$ cat config.mk
export PLATFORM = sky130hd
export DESIGN_NAME = mci_arbiter
export DESIGN_NICKNAME = d
export VERILOG_FILES = /design/src/rtl/mci_arbiter.sv
export SDC_FILE = /design/constraint.sdc
export NUM_CORES = 1
export LEC_CHECK = 0
export ABC_AREA = 1
export CAP_MARGIN = 15
export CORE_MARGIN = 3
export CORE_UTILIZATION = 43
export DETAILED_ROUTE_END_ITERATION = 10
export GPL_TIMING_DRIVEN = 1
export HOLD_SLACK_MARGIN = 0.02
export PLACE_DENSITY = 0.86
export REMOVE_ABC_BUFFERS = 1
export SETUP_SLACK_MARGIN = 0.15
export SYNTH_ARGS = -nofsm -noshare
export SYNTH_HDL_FRONTEND = slang
export SYNTH_SLANG_ARGS = --single-unit
$ cat constraint.sdc
create_clock -name i_clk -period 6.1 [get_ports i_clk]
set_input_delay 1.22 -clock i_clk [delete_from_list [all_inputs] [get_ports i_clk]]
set_output_delay 1.22 -clock i_clk [all_outputs]
set_load 0.05 [all_outputs]
$ cat src/rtl/mci_arbiter.sv
// mci_arbiter: two-master round-robin arbiter for the GMAC MCI register port.
// Master 0 is the speed-control MCI master and master 1 is the host bridge.
// One transaction is in flight at a time, and the MCI outputs are registered.
// A watchdog aborts any transaction the MAC never acknowledges and reports it
// to the requesting master as an error.
module mci_arbiter #(
   parameter int TIMEOUT_CYC = 1023,
   parameter int CNT_W       = 10,
   parameter int RECOVER_CYC = 4
) (
   input  logic        i_clk,
   input  logic        i_rst,
   input  logic        i_m0_val,
   input  logic [31:0] i_m0_wdata,
   input  logic [3:0]  i_m0_be,
   input  logic [13:0] i_m0_addr,
   input  logic        i_m0_rdwn,
   output logic        o_m0_ack,
   output logic        o_m0_err,
   output logic [31:0] o_m0_rdata,
   input  logic        i_m1_val,
   input  logic [31:0] i_m1_wdata,
   input  logic [3:0]  i_m1_be,
   input  logic [13:0] i_m1_addr,
   input  logic        i_m1_rdwn,
   output logic        o_m1_ack,
   output logic        o_m1_err,
   output logic [31:0] o_m1_rdata,
   output logic        o_mci_val,
   output logic [31:0] o_mci_wdata,
   output logic [3:0]  o_mci_be,
   output logic [13:0] o_mci_addr,
   output logic        o_mci_rdwn,
   input  logic        i_mci_ack,
   input  logic [31:0] i_mci_rdata,
   output logic        o_busy,
   output logic [7:0]  o_err_cnt
);

   typedef enum logic [1:0] {IDLE = 2'd0, GRANT = 2'd1, DONE = 2'd2, ABORT = 2'd3} state_t;

   // The timer starts at 0 on the grant edge, so comparing against N-1 gives
   // o_mci_val exactly TIMEOUT_CYC cycles high; the same register then paces ABORT.
   localparam logic [CNT_W-1:0] TIMEOUT_LAST = CNT_W'(TIMEOUT_CYC - 1);
   localparam logic [CNT_W-1:0] RECOVER_LAST = CNT_W'(RECOVER_CYC - 1);

   state_t           state_reg, state_next;
   logic             last_grant_reg;   // also identifies the owner while in GRANT
   logic [CNT_W-1:0] timer_reg;
   logic             mci_val_reg;
   logic [31:0]      mci_wdata_reg;
   logic [3:0]       mci_be_reg;
   logic [13:0]      mci_addr_reg;
   logic             mci_rdwn_reg;
   logic [7:0]       err_cnt_reg;
   logic             ack_reg   [2];
   logic             err_reg   [2];
   logic [31:0]      rdata_reg [2];

   logic             grant_sel, load, fin_ok, fin_abort;
   logic [31:0]      sel_wdata;
   logic [3:0]       sel_be;
   logic [13:0]      sel_addr;
   logic             sel_rdwn;

   // Next state and control strobes; ack beats timeout when both land together
   always_comb begin
      state_next = state_reg;
      grant_sel  = 1'b0;
      load       = 1'b0;
      fin_ok     = 1'b0;
      fin_abort  = 1'b0;
      case (state_reg)
         IDLE: begin
            if (i_m0_val || i_m1_val) begin
               load       = 1'b1;
               grant_sel  = (i_m0_val && i_m1_val) ? ~last_grant_reg : i_m1_val;
               state_next = GRANT;
            end
         end
         GRANT: begin
            if (i_mci_ack) begin
               fin_ok     = 1'b1;
               state_next = DONE;
            end else if (timer_reg == TIMEOUT_LAST) begin
               fin_abort  = 1'b1;
               state_next = ABORT;
            end
         end
         DONE:    state_next = IDLE;
         ABORT:   if (timer_reg == RECOVER_LAST) state_next = IDLE;
         default: state_next = IDLE;
      endcase
   end

   // Payload of the master selected this cycle
   always_comb begin
      sel_wdata = grant_sel ? i_m1_wdata : i_m0_wdata;
      sel_be    = grant_sel ? i_m1_be    : i_m0_be;
      sel_addr  = grant_sel ? i_m1_addr  : i_m0_addr;
      sel_rdwn  = grant_sel ? i_m1_rdwn  : i_m0_rdwn;
   end

   // State register and round-robin pointer
   always_ff @(posedge i_clk or posedge i_rst) begin
      if (i_rst) begin
         state_reg      <= IDLE;
         last_grant_reg <= 1'b1;
      end else begin
         state_reg <= state_next;
         if (load) last_grant_reg <= grant_sel;
      end
   end

   // Watchdog timer in GRANT, recovery counter in ABORT
   always_ff @(posedge i_clk or posedge i_rst) begin
      if (i_rst) begin
         timer_reg <= '0;
      end else if (load || fin_abort) begin
         timer_reg <= '0;
      end else if (state_reg == GRANT || state_reg == ABORT) begin
         timer_reg <= timer_reg + CNT_W'(1);
      end
   end

   // Registered MCI request toward the MAC; payload holds until the next grant
   always_ff @(posedge i_clk or posedge i_rst) begin
      if (i_rst) begin
         mci_val_reg   <= 1'b0;
         mci_wdata_reg <= '0;
         mci_be_reg    <= '0;
         mci_addr_reg  <= '0;
         mci_rdwn_reg  <= 1'b0;
      end else if (load) begin
         mci_val_reg   <= 1'b1;
         mci_wdata_reg <= sel_wdata;
         mci_be_reg    <= sel_be;
         mci_addr_reg  <= sel_addr;
         mci_rdwn_reg  <= sel_rdwn;
      end else if (fin_ok || fin_abort) begin
         mci_val_reg   <= 1'b0;
      end
   end

   // Saturating timeout counter, cleared only by reset
   always_ff @(posedge i_clk or posedge i_rst) begin
      if (i_rst) begin
         err_cnt_reg <= '0;
      end else if (fin_abort && err_cnt_reg != 8'hFF) begin
         err_cnt_reg <= err_cnt_reg + 8'd1;
      end
   end

   // Per-master completion pulse, error flag and held read data
   for (genvar gi = 0; gi < 2; gi++) begin : g_master
      logic is_owner;
      assign is_owner = (last_grant_reg == 1'(gi));

      // Ack/err pulse for one cycle; rdata captured on reads, zeroed on abort
      always_ff @(posedge i_clk or posedge i_rst) begin
         if (i_rst) begin
            ack_reg[gi]   <= 1'b0;
            err_reg[gi]   <= 1'b0;
            rdata_reg[gi] <= '0;
         end else begin
            ack_reg[gi] <= (fin_ok || fin_abort) && is_owner;
            err_reg[gi] <= fin_abort && is_owner;
            if (fin_abort && is_owner) begin
               rdata_reg[gi] <= '0;
            end else if (fin_ok && is_owner && mci_rdwn_reg) begin
               rdata_reg[gi] <= i_mci_rdata;
            end
         end
      end
   end

   assign o_m0_ack    = ack_reg[0];
   assign o_m0_err    = err_reg[0];
   assign o_m0_rdata  = rdata_reg[0];
   assign o_m1_ack    = ack_reg[1];
   assign o_m1_err    = err_reg[1];
   assign o_m1_rdata  = rdata_reg[1];
   assign o_mci_val   = mci_val_reg;
   assign o_mci_wdata = mci_wdata_reg;
   assign o_mci_be    = mci_be_reg;
   assign o_mci_addr  = mci_addr_reg;
   assign o_mci_rdwn  = mci_rdwn_reg;
   assign o_busy      = (state_reg != IDLE);
   assign o_err_cnt   = err_cnt_reg;

endmodule

==> impl_metrics.tcl, run 1 <==
set metrics [dict create \
    irDropWorstVdd_mv 0.3295 \
    cts_buffer_depth 2 \
    finalPower_mw 5.580 \
    die_height_um 128.0 \
    most-common-layout-cells "267 x clkdlybuf4s50_1, 216 x nand2_1, 140 x dfrtp_1, 79 x o21ai_0, 77 x nor2_1" \
    initial_utilization_pct 45.08 \
    grt_pass1_wl_um 31130 \
    grt_remaining_overflow 0 \
    worstSetupStartpointType "primary input" \
    n_antenna_cell 0 \
    syn2layout_area_growth_pct 51.07 \
    critical_path_class "primary input to flip-flop" \
    die_x_um 128.0 \
    syn_area_um2 6402 \
    drc_errors 0 \
    cts-buffers-inserted 17 \
    worst-r2r-setup-slack_ps 2990 \
    status "completed" \
    grt.met1_usage_pct 29.06 \
    r2r_cells 10 \
    grt.met3_usage_pct 7.708 \
    root_buffer "clkbuf_16" \
    setup_viol_count_final 0 \
    tightest_slew_ps 1038 \
    dpl-instance-area_um2 9133 \
    cts_tree "yes" \
    clkTransAtPathRegs_ps 60 \
    hold_path_depth 2 \
    synth-seq-cells 141 \
    yosysSeqAreaShare_pct 55.13 \
    cp.required_ps 6450 \
    antenna_found_initial 0 \
    fin_worst_skew_ps 10.18 \
    grt_use_met2_pct 40.51 \
    ctsHoldBuffers 0 \
    final_max_slew_viol_count 0 \
    ctsResizeCount 0 \
    grt_max_degree 99 \
    min_path_type "flip-flop to flip-flop" \
    async_flop_share_pct 100.0 \
    gp_congestion 0.8864 \
    fin_hold_ws_ps 475.9 \
    hpwl_um 14140 \
    syn_avg_cell_area_um2 8.469 \
    cap_violations 0 \
    p_leak_nw 4.430 \
    clk_latency_ps 410 \
    synth_cell_types 33 \
    io_buffers 267 \
    period_share_pct 60.92 \
    min_to "o_mci_val" \
    grt_pass1_vias 5935 \
    power.density_nw_per_um2 576.9 \
    syn_inst 756 \
    wl_per_cell_um 16.55 \
    final-hold-violation-count 0 \
    row_count 43 \
    vias 6221 \
    min_period_ps 3716 \
    min_from "o_mci_val" \
    fin_cells 1194 \
    worstPathArrival_ps 4060 \
    core_um2 14200 \
    yosysWarnings 0 \
    finalInstanceArea_um2 9672 \
    routed_wl_um 19760 \
    ys.flop_type "dfrtp_1" \
    synth-edff-count 0 \
    busiest_layer "met2" \
    ant_nets 0 \
    layout-drive-gt1-share_pct 6.213 \
    layout_commonest_cell "clkdlybuf4s50_1" \
    drt-pass1-iter-count 5 \
    pin_count 268 \
    reg2reg_from "state_reg[0]" \
    dp_cells 1163 \
    end_kind "flip-flop" \
    post-cts-setup-buffer-count 0 \
    clock.fmax_mhz 269.1 \
    tns_ps 0 \
    crit_fanout 34 \
    cts.sinks 141 \
    fin_nets 1144 \
    timing.slew.headroom_pct 30.65 \
    grtUsageTotal_pct 24.02 \
    htree_levels 4 \
    drt-initial-drc-count 342 \
    viasPerCell 5.210 \
    rr_endpoint "o_m1_rdata[5]" \
    die-area_um2 16390 \
    rsz0062_at_grt "false" \
]
==> area by class of cell <==
cell class	instances	area, µm²
fillers	1167	4532
repair buffers	272	2710
clock buffers	22	474.2
inverters	33	128.9
well taps	180	225.2
multi-input cells	537	2539
flip-flops and latches	141	3530
clock inverters	9	65.06
==> cell families after synthesis <==
group,after synthesis,synth area share [%]
XOR/XNOR,10,1.368
AO/OA/AOI/OAI,114,8.990
AND/OR/NAND/NOR,410,28.63
adder cells (fa/ha/maj),3,0.5863
buffers and inverters,78,5.296
flip-flops,141,55.13
==> cells in the mapped netlist (2+ instances only) <==
| cell type | n | area, µm² |
|---|---|---|
| nor2_1 | 77 | 289.0 |
| a21oi_1 | 6 | 30.03 |
| xor2_1 | 5 | 43.79 |
| nand3_1 | 56 | 280.3 |
| xnor2_1 | 5 | 43.79 |
| o21ai_0 | 79 | 395.4 |
| buf_6 | 2 | 22.52 |
| clkbuf_1 | 19 | 71.32 |
| inv_2 | 5 | 18.77 |
| nor3_1 | 6 | 30.03 |
| o21ai_1 | 26 | 130.1 |
| nand2_1 | 216 | 810.8 |
| nor2_2 | 3 | 18.77 |
| dfrtp_1 | 140 | 3503 |
| buf_2 | 18 | 90.09 |
| nand3_2 | 10 | 100.1 |
| buf_1 | 3 | 11.26 |
| nand2_2 | 3 | 18.77 |
| inv_1 | 28 | 105.1 |
| nor2_4 | 3 | 33.78 |
| buf_4 | 2 | 15.01 |
| ha_1 | 3 | 37.54 |
| nand4_1 | 31 | 193.9 |
==> report_power, final <==
part,leakage (nW),internal [mW],total [mW],switching [mW]
combinational,2.38,0.959,3.05,2.09
sequential,1.80,1.33,1.59,0.263
clock,0.250,0.549,0.939,0.390
total,4.43,2.84,5.58,2.74
==> routing by layer <==
layer / up-vias / share of wire, %
li1: 2970 / -
met1: 2921 / 39
met5: - / 0
met3: 32 / 8.9
met4: 0 / 2.3
met2: 298 / 50
==> critical path, cell delays in order <==
cell and delay, ps:
clkdlybuf4s50_1 520, nand2_1 100, nor2_4 630, nand2_2 600
inv_2 610, nand2_1 130, nand2_1 100, nand2_1 50
inv_1 80
==> how the worst max path moves through the flow <==
| stage | start | end | slack (ps) |
|---|---|---|---|
| CTS | i_mci_ack | o_m1_rdata[5] | 2390 |
| detailed placement | i_mci_ack | o_m1_rdata[5] | 1980 |
| global route | i_mci_ack | o_m1_rdata[11] | 2120 |
| floorplan | i_rst | o_err_cnt[0] | 1100 |
| finish | i_mci_ack | o_m1_rdata[5] | 2380 |
| global placement | i_mci_ack | o_m1_rdata[16] | 2090 |
==> through the flow <==
| stage | worst slack (ps) | util, % |
|---|---|---|
| 2_1_floorplan | 1100 | - |
| 3_3_place_gp | 2090 | 64.30 |
| 3_5_place_dp | 1984 | 64.30 |
| 4_1_cts | 2390 | 68.09 |
| 5_1_grt | 2122 | 68.09 |
| 6_report | 2384 | 68.09 |
(Power assumes the default switching activity.)
==> run 2, diff against run 1 <==
CORE_UTILIZATION = 39   (was 43)
PLACE_DENSITY = 0.82   (was 0.86)
clock period = 3.15 ns   (was 6.1 ns; I/O delays follow)
==> run 2 against run 1 <==
Clock power is 110% higher. Final cell count is 3.5% higher. Power is 97% higher. Core utilization is 6.6 points lower. Cell area is 1.8% higher. Sequential share of layout area is 0.65 points lower. Wire length hardly changed. Clock-buffer cell count is 1 lower. First-iteration DRC count is 14% higher. Global-route usage is 2.1 points lower. Critical endpoint is now o_busy.
==> impl_metrics.tcl, run 2 (synthesis results as in run 1) <==
set metrics [dict create \
    die_x_um 134.1 \
    fin_worst_skew_ps 9.132 \
    min_path_type "flip-flop to flip-flop" \
    path_delay_family "buffers and inverters" \
    wl_per_cell_um 15.98 \
    die_height_um 134.1 \
    grt_remaining_overflow 0 \
    die-area_um2 17990 \
    crit_chain "nor2_1 -> inv_1 -> clkdlybuf4s50_1" \
    p_leak_nw 4.507 \
    initial_utilization_pct 40.01 \
    dpl-instance-area_um2 9255 \
    vias 6213 \
    layout_commonest_cell "clkdlybuf4s50_1" \
    min_to "o_mci_val" \
    timing.slew.headroom_pct 44.24 \
    worst-r2r-setup-slack_ps 1290 \
    cts.sinks 141 \
    clk_latency_ps 410 \
    rr_endpoint "o_m0_rdata[22]" \
    fin_hold_ws_ps 480.0 \
    worstPathArrival_ps 2050 \
    core_um2 16000 \
    cp_num_buf_inv 2 \
    place_ws_ps 861.8 \
    worstSetupStartpointType "flip-flop" \
    grt_pass1_vias 5997 \
    pin_count 268 \
    hold_path_depth 2 \
    antenna_found_initial 0 \
    rsz0062_at_grt "false" \
    clkTransAtPathRegs_ps 60 \
    drc_errors 0 \
    cts_tree "yes" \
    tightest_slew_ps 836.4 \
    fin_nets 1151 \
    root_buffer "clkbuf_16" \
    grtUsageTotal_pct 21.92 \
    ctsHoldBuffers 0 \
    final.setup.worst_slack_ps 472.8 \
    post-cts-setup-buffer-count 0 \
    min_period_ps 2677 \
    tns_ps 0 \
    irDropWorstVdd_mv 0.6237 \
    hpwl_um 13880 \
    htree_levels 4 \
    reg2reg_from "state_reg[0]" \
    ctsResizeCount 0 \
    status "completed" \
    finalInstanceArea_um2 9847 \
    syn2layout_area_growth_pct 53.80 \
    min_from "o_mci_val" \
    final_max_slew_viol_count 0 \
    cap_violations 0 \
    ant_nets 0 \
    n_antenna_cell 0 \
    row_count 46 \
    end_kind "primary output" \
    most-common-layout-cells "267 x clkdlybuf4s50_1, 216 x nand2_1, 140 x dfrtp_1, 79 x o21ai_0, 77 x nor2_1" \
    setup_viol_count_final 0 \
    drt-pass1-iter-count 5 \
    crit_fanout 10 \
    viasPerCell 5.027 \
    critical_path_class "flip-flop to primary output" \
    grt_max_degree 142 \
    cts_buffer_depth 2 \
    gp_congestion 0.8688 \
    period_share_pct 84.99 \
    cts-buffers-inserted 17 \
    clock.fmax_mhz 373.5 \
    cp.required_ps 2520 \
    power.density_nw_per_um2 1114 \
    critical-path-max-stage-delay_ps 840 \
    final-hold-violation-count 0 \
    drt-initial-drc-count 391 \
    layout-drive-gt1-share_pct 6.961 \
    critPathSlowestCell "clkdlybuf4s50_1" \
    io_buffers 267 \
    routed_wl_um 19750 \
    r2r_cells 9 \
    grt_pass1_wl_um 31170 \
]
run 2: layout make-up:
type,count,area [µm²]
clock buffer,21,480.5
inverter,33,128.9
tap,216,270.3
multi-input combinational,537,2539
timing repair buffer,279,2788
fill,1375,6153
clock inverter,9,111.4
sequential,141,3530
run 2: through the flow:
step | utilization, % | power [mW] | std cells
2_1_floorplan | - | 6.784 | 711
3_3_place_gp | 57.84 | 8.950 | 1206
3_5_place_dp | 57.84 | 9.046 | 1206
4_1_cts | 61.54 | 11.08 | 1236
5_1_grt | 61.54 | 11.53 | 1236
6_report | 61.54 | 10.97 | 1236
run 2: tightest hold or removal path: stages, from the launching register on:
cell and delay (ps):
dfrtp_1 340, nand2_1 60, nand2_1 50
run 2: how the worst max path moves through the flow:
| stage | start | endpoint | cells past startpoint | slack [ps] |
|---|---|---|---|---|
| after floorplan | i_rst | o_err_cnt[0] | 1 | -1260 |
| after global routing | state_reg[0] | o_busy | 3 | 350 |
| after global placement | i_m1_val | o_mci_be[2] | 6 | 880 |
| final | state_reg[0] | o_busy | 3 | 470 |
| after CTS | state_reg[0] | o_busy | 3 | 430 |
| after detailed placement | i_mci_ack | o_m0_rdata[23] | 8 | 860 |
run 2: layer usage:
layer / up-vias / global-route usage [%] / part of all wire [%]
met3: 25 / 7.914 / 10
met4: 0 / 7.692 / 1.9
met5: - / 0 / 0
met2: 266 / 37.73 / 50
li1: 2992 / - / -
met1: 2930 / 25.35 / 38
run 2: report_power, final:
| part | total (mW) | switching (mW) | internal, mW | leakage, nW |
|---|---|---|---|---|
| clock | 2.00 | 0.760 | 1.24 | 0.287 |
| sequential | 3.04 | 0.469 | 2.57 | 1.80 |
| combinational | 5.93 | 4.04 | 1.88 | 2.42 |
| total | 11.0 | 5.27 | 5.70 | 4.51 |
==> run 3, diff against run 2 <==
CORE_UTILIZATION = 43   (was 39)
PLACE_DENSITY = 0.86   (was 0.82)
clock period = 2.8 ns   (was 3.15 ns; I/O delays follow)
==> run 3 against run 2 <==
Worst hold slack lost 1.4 ps. First-iteration DRC count increased by 32%. Via count up 2.5%. Largest power group unchanged. Final cell count is 2.8% lower. Worst setup slack lost 48 ps.
==> impl_metrics.tcl, run 3 (synthesis results as in run 1) <==
set metrics [dict create \
    status "completed" \
    row_count 43 \
    place_ws_ps 407.0 \
    tightest_slew_ps 654.4 \
    die_height_um 128.0 \
    grt_pass1_wl_um 32390 \
    layout-drive-gt1-share_pct 7.045 \
    fin_nets 1151 \
    drc_errors 0 \
    critical-path-max-stage-delay_ps 560 \
    path_delay_family "buffers and inverters" \
    worstPathArrival_ps 1810 \
    crit_chain "nor2_1 -> inv_1 -> dlygate4sd2_1" \
    ctsHoldBuffers 0 \
    cp_num_buf_inv 2 \
    clock.fmax_mhz 421.1 \
    setup_viol_count_final 0 \
    grt_remaining_overflow 0 \
    cts_buffer_depth 2 \
    worst-r2r-setup-slack_ps 820 \
    viasPerCell 5.296 \
    final.setup.worst_slack_ps 425.1 \
    grt_max_degree 52 \
    cts-buffers-inserted 17 \
    irDropWorstVdd_mv 0.6478 \
    crit_fanout 10 \
    p_leak_nw 4.508 \
    fin_worst_skew_ps 14.71 \
    io_buffers 267 \
    min_path_type "flip-flop to flip-flop" \
    min_from "o_mci_val" \
    fillCellCount 1109 \
    cts_tree "yes" \
    syn2layout_area_growth_pct 52.96 \
    clk_latency_ps 420 \
    tns_ps 0 \
    htree_levels 4 \
    period_share_pct 84.82 \
    vias 6366 \
    critPathLaunch "state_reg[0]" \
    drt-initial-drc-count 516 \
    timing.slew.headroom_pct 56.31 \
    post-cts-setup-buffer-count 0 \
    fin_hold_ws_ps 478.6 \
    final-hold-violation-count 0 \
    ant_nets 0 \
    final_max_slew_viol_count 0 \
    dpl-instance-area_um2 9223 \
    gp_congestion 0.8843 \
    clkTransAtPathRegs_ps 60 \
    grtUsageTotal_pct 24.99 \
    seqCellArea_um2 3530 \
    power.density_nw_per_um2 1257 \
    antenna_found_initial 0 \
    hpwl_um 14130 \
    rsz0062_at_grt "false" \
    wl_per_cell_um 16.93 \
    cp.required_ps 2240 \
    critPathSlowestCell "dlygate4sd2_1" \
    die-area_um2 16390 \
    finalPower_mw 12.31 \
    reg2reg_from "state_reg[0]" \
    critical_path_class "flip-flop to primary output" \
    most-common-layout-cells "266 x clkdlybuf4s50_1, 216 x nand2_1, 140 x dfrtp_1, 79 x o21ai_0, 77 x nor2_1" \
    cap_violations 0 \
    n_antenna_cell 0 \
    multi_input_area_um2 2539 \
    die_x_um 128.0 \
    routed_wl_um 20340 \
    core_um2 14200 \
    finalInstanceArea_um2 9793 \
    initial_utilization_pct 45.08 \
    drt-pass1-iter-count 5 \
    ctsResizeCount 1 \
    cts.sinks 141 \
    pin_count 268 \
    end_kind "primary output" \
    root_buffer "clkbuf_16" \
    min_period_ps 2375 \
    layout_commonest_cell "clkdlybuf4s50_1" \
    grt_pass1_vias 6354 \
    worstSetupStartpointType "flip-flop" \
]
-- run 3: changes by cell type in the layout (fill, tap and decap cells not counted), sizes merged --
cell / before / now
bufinv: 2 / 1
clkbuf: 21 / 22
clkdlybuf4s50: 267 / 266
clkinv: 4 / 6
dlygate4sd2: 0 / 1
-- run 3: per-layer routing --
metal / GRT usage [%] / wire length (µm)
met1: 29.63 / 7789
met3: 7.500 / 1767
met5: 0 / 0
met2: 42.58 / 10300
met4: 9.925 / 491
-- run 3: through the flow --
stage,util [%],cells
floorplan,-,711
global placement,64.93,1170
detailed placement,64.93,1170
CTS,68.95,1202
global route,68.95,1202
finish,68.95,1202
-- run 3: path summary, 6_finish.rpt --
path                                        end  cells past startpoint
hold / removal                        o_mci_val                      2
hold reg to reg                       o_mci_val                      2
setup / recovery                         o_busy                      3
max in group asynchronous  g_master[1].is_owner                      3
setup reg to reg                    o_mci_be[2]                      6
min in group asynchronous        o_mci_wdata[9]                      2
-- run 3: final cells by class --
type                            instances  area share, %
Sequential cell                       141          36.04
Timing Repair Buffer                  279          28.58
Multi-Input combinational cell        537          25.92
Clock buffer                           22          4.944
Tap cell                              180          2.300
Inverter                               33          1.316
Clock inverter                         10         0.8943
-- run 3: worst register-to-register path, cell delays in order (launching register included) --
cell and delay, ps:
dfrtp_1 500, nor2_1 150, inv_1 130, nor2_4 360, buf_4 410, o21ai_0 210, o21ai_1 160
-- run 3: report_power, final --
part,internal [mW],switching (mW)
clock network,1.31,0.856
registers,2.90,0.551
logic,2.10,4.59
total,6.31,6.00
